### src/rtl/fifo_reader_pkg.sv
// Shared encodings and widths for the fifo_reader read-side controller.
package fifo_reader_pkg;
   localparam int DATA_W = 4;
   localparam int CNT_W  = 4;
   localparam int STAT_W = 8;

   typedef enum logic [1:0] {
      RESET  = 2'd0,
      INIT   = 2'd1,
      IDLE   = 2'd2,
      ACTIVE = 2'd3
   } state_t;
endpackage

### src/rtl/fifo_reader_pipe.sv
// Two-stage return path: read strobe delay, then capture of the FIFO word.
// Also reports how many issued reads have not yet reached valid_out.
module fifo_reader_pipe
   import fifo_reader_pkg::*;
(
   input  logic              clk,
   input  logic              rst,
   input  logic              rd_en,
   input  logic [DATA_W-1:0] fifo_data,
   output logic              rd_q,
   output logic [DATA_W-1:0] data_out,
   output logic              valid_out,
   output logic [1:0]        inflight
);
   always_ff @(posedge clk or posedge rst) begin
      if (rst) begin
         rd_q      <= 1'b0;
         valid_out <= 1'b0;
         data_out  <= '0;
      end else begin
         rd_q      <= rd_en;
         valid_out <= rd_q;
         if (rd_q) data_out <= fifo_data;
      end
   end

   // valid_out mirrors rd_en from two cycles back, so it doubles as the older in-flight bit
   assign inflight = {1'b0, rd_q} + {1'b0, valid_out};
endmodule

### src/rtl/fifo_reader.sv
// Read-side controller for the 8-entry FIFO: FSM, pause threshold and read gating.
// Define FIFO_READER_STATS_EN to build the delivered-word counter on rd_count.
module fifo_reader
   import fifo_reader_pkg::*;
#(
   parameter int LOW_WM    = 2,
   parameter int PAUSE_THR = 6
) (
   input  logic              clk,
   input  logic              rst,
   input  logic              init,
   input  logic [CNT_W-1:0]  thr_in,
   input  logic [CNT_W-1:0]  fifo_count,
   input  logic [DATA_W-1:0] fifo_data,
   input  logic [CNT_W-1:0]  down_count,
   output logic              rd_en,
   output logic [DATA_W-1:0] data_out,
   output logic              valid_out,
   output logic              idle,
   output logic [1:0]        state_out,
   output logic [STAT_W-1:0] rd_count
);
   localparam logic [CNT_W-1:0] LOW_WM_C    = LOW_WM[CNT_W-1:0];
   localparam logic [CNT_W-1:0] PAUSE_THR_C = PAUSE_THR[CNT_W-1:0];

   state_t            state, state_nxt;
   logic [CNT_W-1:0]  thr;
   logic              rd_q;
   logic [1:0]        inflight;
   logic [CNT_W:0]    load;
   logic              pause;
   logic              above_wm;

   assign above_wm = fifo_count > LOW_WM_C;
   // 5-bit sum: down_count up to 15 plus two in-flight reads cannot wrap
   assign load     = {1'b0, down_count} + {3'b000, inflight};
   assign pause    = load >= {1'b0, thr};

   always_ff @(posedge clk or posedge rst) begin
      if (rst) begin
         state <= RESET;
         thr   <= PAUSE_THR_C;
      end else begin
         state <= state_nxt;
         if (state == INIT) thr <= thr_in;
      end
   end

   always_comb begin
      state_nxt = state;
      rd_en     = 1'b0;
      case (state)
         RESET:  if (init) state_nxt = INIT;
         INIT:   if (!init) state_nxt = IDLE;
         IDLE: begin
            if (init)          state_nxt = INIT;
            else if (above_wm) state_nxt = ACTIVE;
         end
         ACTIVE: begin
            rd_en = above_wm && !pause;
            if (init)           state_nxt = INIT;
            else if (!above_wm) state_nxt = IDLE;
         end
         default: state_nxt = RESET;
      endcase
   end

   fifo_reader_pipe u_pipe (
      .clk       (clk),
      .rst       (rst),
      .rd_en     (rd_en),
      .fifo_data (fifo_data),
      .rd_q      (rd_q),
      .data_out  (data_out),
      .valid_out (valid_out),
      .inflight  (inflight)
   );

   assign idle      = (state == IDLE) && !rd_q && !valid_out;
   assign state_out = state;

`ifdef FIFO_READER_STATS_EN
   logic [STAT_W-1:0] cnt;

   always_ff @(posedge clk or posedge rst) begin
      if (rst)                 cnt <= '0;
      else if (state == INIT)  cnt <= '0;
      else if (valid_out)      cnt <= cnt + 1'b1;
   end

   assign rd_count = cnt;
`else
   assign rd_count = '0;
`endif
endmodule

### config.mk
export PLATFORM = sky130hd
export DESIGN_NAME = fifo_reader
export DESIGN_NICKNAME = d
export VERILOG_FILES = /design/src/rtl/fifo_reader_pkg.sv /design/src/rtl/fifo_reader_pipe.sv /design/src/rtl/fifo_reader.sv
export SDC_FILE = /design/constraint.sdc
export NUM_CORES = 1
export LEC_CHECK = 0
export BUFFER_PORTS_ARGS = -buffer_cell sky130_fd_sc_hd__buf_2
export CAP_MARGIN = 40
export CORE_MARGIN = 2
export CORE_UTILIZATION = 39
export DETAILED_ROUTE_END_ITERATION = 8
export GPL_TIMING_DRIVEN = 0
export PLACE_DENSITY_LB_ADDON = 0.3
export SLEW_MARGIN = 5
export SYNTH_ARGS = -nofsm -noshare
export SYNTH_HDL_FRONTEND = slang
export SYNTH_HIERARCHICAL = 1
export SYNTH_SLANG_ARGS = --single-unit
### constraint.sdc
create_clock -name clk -period 2.5 [get_ports clk]
set_input_delay 0.5 -clock clk [delete_from_list [all_inputs] [get_ports clk]]
set_output_delay 0.5 -clock clk [all_outputs]
set_load 0.01 [all_outputs]
* After elaboration in Yosys (flattened, before gate mapping)
Index checks and enable logic that the tools add are counted.
** Word-level totals
- Flip-flop bits (word level) :: 12
- Input bits :: 19
- Output and inout bits :: 17
- Word-level logic and storage cells :: 32
** Operators by class
- Add/sub/neg operators :: 2
- Magnitude comparators :: 2
- Equal/unequal tests :: 7
- Muxes and demuxes :: 8
- Reductions and logical operators :: 8
** Operator list (count)
- 2-bit two-way mux :: 6
- 2-bit one-hot mux with 4 select lines :: 1
- 3-bit != test (second input constant) :: 2
- 4-bit by 2-bit adder with 5-bit output :: 1
- 5-bit by 4-bit greater-or-equal comparator with 1-bit output :: 1
- 2-bit == test (second input constant) :: 2
- 4-bit by 2-bit greater-than comparator with 1-bit output (second input constant) :: 1
- 2-bit != test (second input constant) :: 2
- 4-bit AND reduction :: 1
- 1-bit logical AND :: 3
- 1-bit logical NOT :: 3
- 1-bit by 1-bit adder with 2-bit output :: 1
- 2-bit by 1-bit == test with 1-bit output (second input constant) :: 1
- 2-bit logical NOT :: 1
- 1-bit two-way mux :: 1

* Depth between registers and ports, before layout
Gate-level depths: netlist of run 1.
- Depth after elaboration :: 6
- Mapped depth :: 8
- Gate-level depth less buffers :: 8

* By module
Netlist of run 1, hierarchy kept.
** Modules (own cells, without submodules)
- fifo_reader :: times used 1, cells an instance 47, area each 499.2 um^2, seq. area each 152.6 um^2
- fifo_reader_pipe :: times used 1, cells an instance 12, area each 211.5 um^2, seq. area each 150.1 um^2

* Worst setup path after synthesis of run 1
No wires, ideal clock.
- Kind :: flip-flop to output port
- From :: register u_pipe.rd_q
- To :: output rd_en
- Data arrival time :: 2.121 ns
- Required time :: 2.000 ns
- Path slack :: -0.121 ns
- Cell stages (with the launch flop) :: 8
- Path buffers :: 0
- Cells stage by stage :: dfrtp_1 -> ha_1 -> ha_1 -> fa_1 -> xor2_1 -> ha_1 -> o21ai_0 -> o2111a_1
** On the way
- Word-level cells in the longest chain between the ends :: 6
** Ends and longest elaborated chain
- start, declared :: line fifo_reader_pipe.sv:10 : output logic rd_q,
- start signal, assigned :: line fifo_reader_pipe.sv:21 : rd_q <= rd_en;
- 1-bit by 1-bit adder with 2-bit output :: line fifo_reader_pipe.sv:28 : assign inflight = {1'b0, rd_q} + {1'b0, valid_out};
- via inflight[0] :: line fifo_reader.sv:29 : logic [1:0] inflight;
- 4-bit by 2-bit adder with 5-bit output :: line fifo_reader.sv:36 : assign load = {1'b0, down_count} + {3'b000, inflight};
- 5-bit by 4-bit greater-or-equal comparator with 1-bit output :: line fifo_reader.sv:37 : assign pause = load >= {1'b0, thr};
- 1-bit logical NOT :: line fifo_reader.sv:60 : rd_en = above_wm && !pause;
- 1-bit logical AND :: line fifo_reader.sv:60
- 1-bit two-way mux :: line fifo_reader.sv:52 : case (state)
- end, declared :: line fifo_reader.sv:16 : output logic rd_en,
The timed path passes the listed nets, and every way through them passes these cells.

* Worst setup path after layout of run 1
Same ends and word-level chain as after synthesis.

==> results of run 1 <==
area by class of cell:
class | instances | area (µm²) | area share, %
plain buffers | 8 | 60.06 | 5.955
repair buffers | 30 | 157.7 | 15.63
inverters | 7 | 26.28 | 2.605
multi-input cells | 39 | 392.9 | 38.96
flip-flops and latches | 12 | 304.0 | 30.15
well taps | 25 | 31.28 | 3.102
clock buffers | 4 | 36.28 | 3.598
cell usage in the layout, fill, tap and decap left out:
cell type and n:
nand2_1 1, fa_2 1, a211oi_2 1, ha_1 4
a211o_1 1, xnor2_1 1, dfrtp_2 1, a311oi_2 1
dfrtp_1 9, xor2_1 1, nor4b_1 1, clkbuf_4 3
buf_4 11, nor2_1 2, o21ai_1 1, nand2b_1 1
inv_2 1, conb_1 8, mux2_2 8, nand2b_4 1
ha_4 3, clkbuf_8 1, a21o_1 2, o2111a_1 1
buf_2 27, inv_1 6, dfstp_2 2
metrics by stage:
| step | utilization [%] | std cells | hold WS (ns) | setup WS [ns] |
|---|---|---|---|---|
| 2_1_floorplan | - | 66 | 0.2895 | -0.08754 |
| 3_3_place_gp | 52.46 | 118 | 0.4313 | -0.3145 |
| 3_5_place_dp | 52.46 | 118 | 0.4349 | -0.3779 |
| 4_1_cts | 58.41 | 125 | 0.1383 | -0.4871 |
| 5_1_grt | 58.41 | 125 | 0.1363 | -0.4905 |
| 6_report | 58.41 | 125 | 0.1435 | -0.3725 |
flip-flops by register name, summed over array words and instances, names as in the netlist:
signal,count
u_pipe/valid_out,1
state_out,2
u_pipe/rd_q,1
thr,4
u_pipe/data_out,4
worst register-to-register path, stage by stage, from the launching register on:
cell      delay, ns
dfrtp_2        0.43
ha_4           0.25
ha_4           0.16
fa_2           0.35
xor2_1         0.15
ha_1           0.27
o21ai_1        0.06
o2111a_1       0.26
buf_4          0.13
cell families after synthesis:
logic type / count (synthesis)
AOI/OAI and AO/OA: 7
xor gates and xnor gates: 2
adders and majority gates: 8
buffers and inverters: 15
DFF: 12
muxes: 8
other: 1
and+or+nand+nor: 6
worst min-delay path by stage:
| stage | from | to | slack [ns] | cells past startpoint |
|---|---|---|---|---|
| final | rst | state_out[1] | 0.14 | 2 |
| after global routing | rst | state_out[1] | 0.14 | 2 |
| after CTS | rst | state_out[0] | 0.14 | 2 |
| after detailed placement | rst | u_pipe/data_out[2] | 0.43 | 2 |
| after global placement | rst | state_out[1] | 0.43 | 2 |
| after floorplan | rst | state_out[0] | 0.29 | 1 |
power by group through the flow:
stage / combinational (W) / clock, W / sequential, W
floorplan: 0.000118 / 0 / 0.000297
global placement: 0.000210 / 0 / 0.000279
detailed placement: 0.000214 / 0 / 0.000282
CTS: 0.000253 / 0.000158 / 0.000276
global route: 0.000280 / 0.000169 / 0.000283
finish: 0.000249 / 0.000149 / 0.000275
metal layers:
metal  share of wire (%)  up-vias
li1                    -      268
met1                  42      244
met2                  51       19
met3                 6.4        2
met4                0.70        0
met5                   0        -
repair_timing:
action	CTS	global route
buffers inserted	3	0
cloned	0	0
gates resized for setup	6	1
setup endpoints to repair	1	1
pin swaps	4	6
==> results.json, run 1 <==
{
  "status": "complete, but fails checks",
  "violations": "setup timing",
  "first_global_vias": 456,
  "vias_per_cell": 4.264,
  "cts_root_buf": "clkbuf_4",
  "synth.most_common_cell": "dfrtp_1",
  "p_comb_share_pct": 37.0,
  "use_met3_pct": 3.922,
  "crit_type": "reg -> out",
  "critPathSlowestCell": "dfrtp_2",
  "area_delta_synth_final_pct": 41.90,
  "path_clk_slew_ns": 0.07,
  "fill_cells": 172,
  "drv_slew": 0,
  "nets": 128,
  "synthArstFlopShare_pct": 100.0,
  "cp.depth": 8,
  "drtIter0Drc": 4,
  "cp.required_ns": 2.00,
  "fin_setup_tns_ns": -0.3725,
  "design.portCount": 36,
  "grt_most_used_layer": "met2",
  "vias": 533,
  "port_buffers": 27,
  "ant_nets": 0,
  "p_per_area_nw_per_um2": 667.5,
  "synth_area_leaders": "dfrtp_1 35%, mux2_2 13%, ha_1 12%, buf_4 8.5%, dfstp_2 7.4%",
  "p_switching_w": 0.0001960,
  "hpwlAfterDp_um": 1092,
  "final-setup-viol-count": 1,
  "synth_commonest_cells": "10 x dfrtp_1, 8 x buf_4, 8 x mux2_2",
  "met2_usage_pct": 20.56,
  "place_area_um2": 905.9,
  "cts_tree": "yes",
  "synth.mux.area_fraction_pct": 12.68,
  "synth.cell_area_um2": 710.7,
  "grt_pass1_wl_um": 2007,
  "row_count": 15,
  "synthSimpleGateAreaFrac_pct": 5.634,
  "path_buf_inv": 1,
  "max_freq_ghz": 0.3481,
  "cp-start-kind": "flip-flop",
  "seqPwrFrac_pct": 40.9,
  "layout_min_cycle_time_ns": 2.873,
  "diodes": 0,
  "clk_latency_ns": 0.26,
  "finalWorstSetupSlack_ns": -0.3725,
  "drc_errors": 0,
  "clock-sinks": 12,
  "worstPathCellList": "ha_4 > ha_4 > fa_2 > xor2_1 > ha_1 > o21ai_1 > o2111a_1 > buf_2",
  "grt_max_degree": 8,
  "synth_xor_area_share_pct": 2.465,
  "hold_viol": 0,
  "synth-adder-area-share_pct": 15.14,
  "yosysUniqueCellTypes": 22,
  "synth_warnings": 6,
  "synth_flop_cell": "dfrtp_1",
  "dr.pass1.iters": 4,
  "rr_startpoint": "u_pipe/rd_q",
  "clkPwrFrac_pct": 22.2,
  "synth_top_area_cell": "dfrtp_1",
  "totalPowerFinal_w": 0.0006732,
  "startpoint": "u_pipe/rd_q",
  "gp_routability_congestion": 0.6942,
  "start_util_pct": 41.16,
  "numCtsBuffers": 3,
  "hold_class": "in -> async",
  "drv_cap": 0,
  "avgSynthCellArea_um2": 12.05,
  "wl_um": 1291,
  "ir_drop_uv": 414.5,
  "coreArea_um2": 1727,
  "cp_max_fo": 2,
  "overflow": 0,
  "rrSetupSlack_ns": 0.34,
  "htree_levels": 1,
  "critPathCaptureType": "output port",
  "grt_antenna_before_repair": 0,
  "cpPeakStageDelay_ns": 0.43,
  "synth_top_area_share_pct": 35.21,
  "gr-usage-met1_pct": 17.60,
  "die_h_um": 46.69,
  "rsz0062_at_grt": "true",
  "final.period_utilization_pct": 114.9,
  "crit_path_end": "rd_en",
  "synth-compound-area-share_pct": 8.803,
  "clockBufferDepth": 2,
  "reg2reg_to": "u_pipe/rd_q",
  "reg2regPathDepth": 8,
  "synth_cells": 59,
  "drive_above_1_share_pct": 61.00,
  "skew_ns": 0.001939,
  "ctsHoldBuffers": 0,
  "stdcell_area_um2": 1008,
  "crit_top_cell": "ha_4",
  "critPathTopFamily": "adder cells",
  "wl_per_cell_um": 10.33,
  "die-area_um2": 2179,
  "p_int_w": 0.0004772,
  "ys_seq_area_share_pct": 42.61,
  "die_w_um": 46.69,
  "swShare_pct": 29.12,
  "grt_usage_pct": 13.56,
  "synth.ff_latch_count": 12,
  "synth_edf_count": 0,
  "total_leakage_power_nw": 0.5407,
  "cp.arrival_ns": 2.37,
  "synth_top_family_by_area": "adder cells"
}
Power figures use the tool's default switching activity.
==> run 2, diff against run 1 <==
PLACE_DENSITY_LB_ADDON = 0.2   (was 0.3)
==> run 2 against run 1 <==
Highest routed layer unchanged. Sequential cell count unchanged. Final area rose by 1.5%. Clock power hardly changed. Sequential power hardly changed. The run still ends with setup timing left. Fmax down 0.76%. Register-to-register slack improved by 0.09 ns. Wire length decreased by 0.62%. Worst hold slack worse by 0.0070 ns. Via count is 0.38% lower. Non-clock buffer count up 1. Sequential share of layout area is 0.44 points lower.
==> results.json, run 2 (synthesis gave the netlist of run 1 again) <==
{
  "fin_cells": 126,
  "clock-sinks": 12,
  "row_count": 15,
  "drive_above_1_share_pct": 62.38,
  "p_comb_share_pct": 37.5,
  "reg2reg_to": "u_pipe/rd_q",
  "overflow": 0,
  "area_delta_synth_final_pct": 44.01,
  "coreArea_um2": 1727,
  "path_clk_slew_ns": 0.07,
  "gp_routability_congestion": 0.6807,
  "nets": 129,
  "die-area_um2": 2179,
  "cts_tree": "yes",
  "p_per_area_nw_per_um2": 660.6,
  "violations": "setup timing",
  "cp_max_fo": 2,
  "design.portCount": 36,
  "max_freq_ghz": 0.3455,
  "final-setup-viol-count": 1,
  "crit_type": "reg -> out",
  "final_common_cell": "buf_2",
  "die_h_um": 46.69,
  "final_cell_mix": "27 x buf_2, 12 x buf_4, 9 x dfrtp_1",
  "totalPowerFinal_w": 0.0006761,
  "port_buffers": 27,
  "die_w_um": 46.69,
  "clkPwrFrac_pct": 21.9,
  "fin_setup_tns_ns": -0.3947,
  "p_switching_w": 0.0001958,
  "ctsHoldBuffers": 0,
  "reg2regPathDepth": 7,
  "finalWorstSetupSlack_ns": -0.3947,
  "cts_root_buf": "clkbuf_4",
  "drv_cap": 0,
  "wl_per_cell_um": 10.18,
  "stdcell_area_um2": 1023,
  "hpwlAfterDp_um": 1030,
  "wl_um": 1283,
  "grt_pass1_wl_um": 2111,
  "grt_max_degree": 8,
  "ir_drop_uv": 360.9,
  "swShare_pct": 28.96,
  "critPathCaptureType": "output port",
  "start_util_pct": 41.16,
  "rr_startpoint": "u_pipe/rd_q",
  "vias": 531,
  "total_leakage_power_nw": 0.5469,
  "grt_usage_pct": 14.41,
  "layout_min_cycle_time_ns": 2.895,
  "numCtsBuffers": 3,
  "cp.arrival_ns": 2.39,
  "clockBufferDepth": 2,
  "vias_per_cell": 4.214,
  "fin_util_pct": 59.28,
  "drtIter0Drc": 2,
  "p_int_w": 0.0004803,
  "cp-start-kind": "flip-flop",
  "grt_antenna_before_repair": 0,
  "clk_latency_ns": 0.26,
  "rrSetupSlack_ns": 0.43,
  "htree_levels": 1,
  "cp.required_ns": 2.00,
  "status": "complete, but fails checks",
  "place_area_um2": 905.9,
  "first_global_vias": 514,
  "hold_viol": 0,
  "seqPwrFrac_pct": 40.7,
  "dr.pass1.iters": 2,
  "hold_class": "in -> async",
  "ant_nets": 0,
  "rsz0062_at_grt": "true",
  "diodes": 0,
  "skew_ns": 0.002934,
  "drv_slew": 0,
  "dp_cells": 118,
  "drc_errors": 0,
  "final.period_utilization_pct": 115.8
}
run 2: cell count changes in the layout (fill, tap and decap cells not counted), sizes merged:
cell / delta
buf: +1
run 2: worst max-delay path by stage:
stage                                 from     to  cells after the start
after floorplan                u_pipe/rd_q  rd_en                      7
after global placement         u_pipe/rd_q  rd_en                      7
after detailed placement       u_pipe/rd_q  rd_en                      8
after CTS                 u_pipe/valid_out  rd_en                      7
after global routing           u_pipe/rd_q  rd_en                      8
final                          u_pipe/rd_q  rd_en                      8
run 2: critical path, cell delays in order (launching register included):
cell	delay, ns
dfrtp_2	0.43
ha_4	0.25
ha_4	0.16
fa_2	0.36
xor2_2	0.16
ha_1	0.27
o21ai_1	0.13
o2111a_1	0.23
buf_2	0.14
run 2: final cells by class:
cell class | instances | area, µm²
buffer | 8 | 60.06
clock buffer | 4 | 36.28
fill | 164 | 703.2
inverter | 7 | 26.28
multi-input combinational | 39 | 400.4
sequential | 12 | 304.0
tap | 25 | 31.28
timing repair buffer | 31 | 165.2
run 2: power by group through the flow:
stage               clock, W  combinational (W)  sequential (W)
floorplan                  0           0.000118        0.000297
CTS                 0.000155           0.000252        0.000276
global route        0.000168           0.000286        0.000282
global placement           0           0.000209        0.000279
detailed placement         0           0.000212        0.000281
finish              0.000148           0.000253        0.000275
run 2: layer usage:
layer  share of wire, %  vias to the layer above  GRT usage [%]
met5                  0                        -              0
met4               0.78                        0          8.333
met3                7.0                        2          5.098
met2                 49                       19          21.39
met1                 43                      240          17.96
li1                   -                      270              -
run 2: stage by stage:
stage	hold slack (ns)	worst slack (ns)
final	0.1365	-0.3947
after global routing	0.1335	-0.5046
after CTS	0.1329	-0.4474
after detailed placement	0.4301	-0.3078
after global placement	0.4291	-0.3197
after floorplan	0.2895	-0.08754
run 2: repair_timing:
action                     CTS  global route
setup endpoints to repair    1             1
resized for setup            6             2
gates cloned                 0             0
buffers inserted             3             1
pin swaps                    4             6
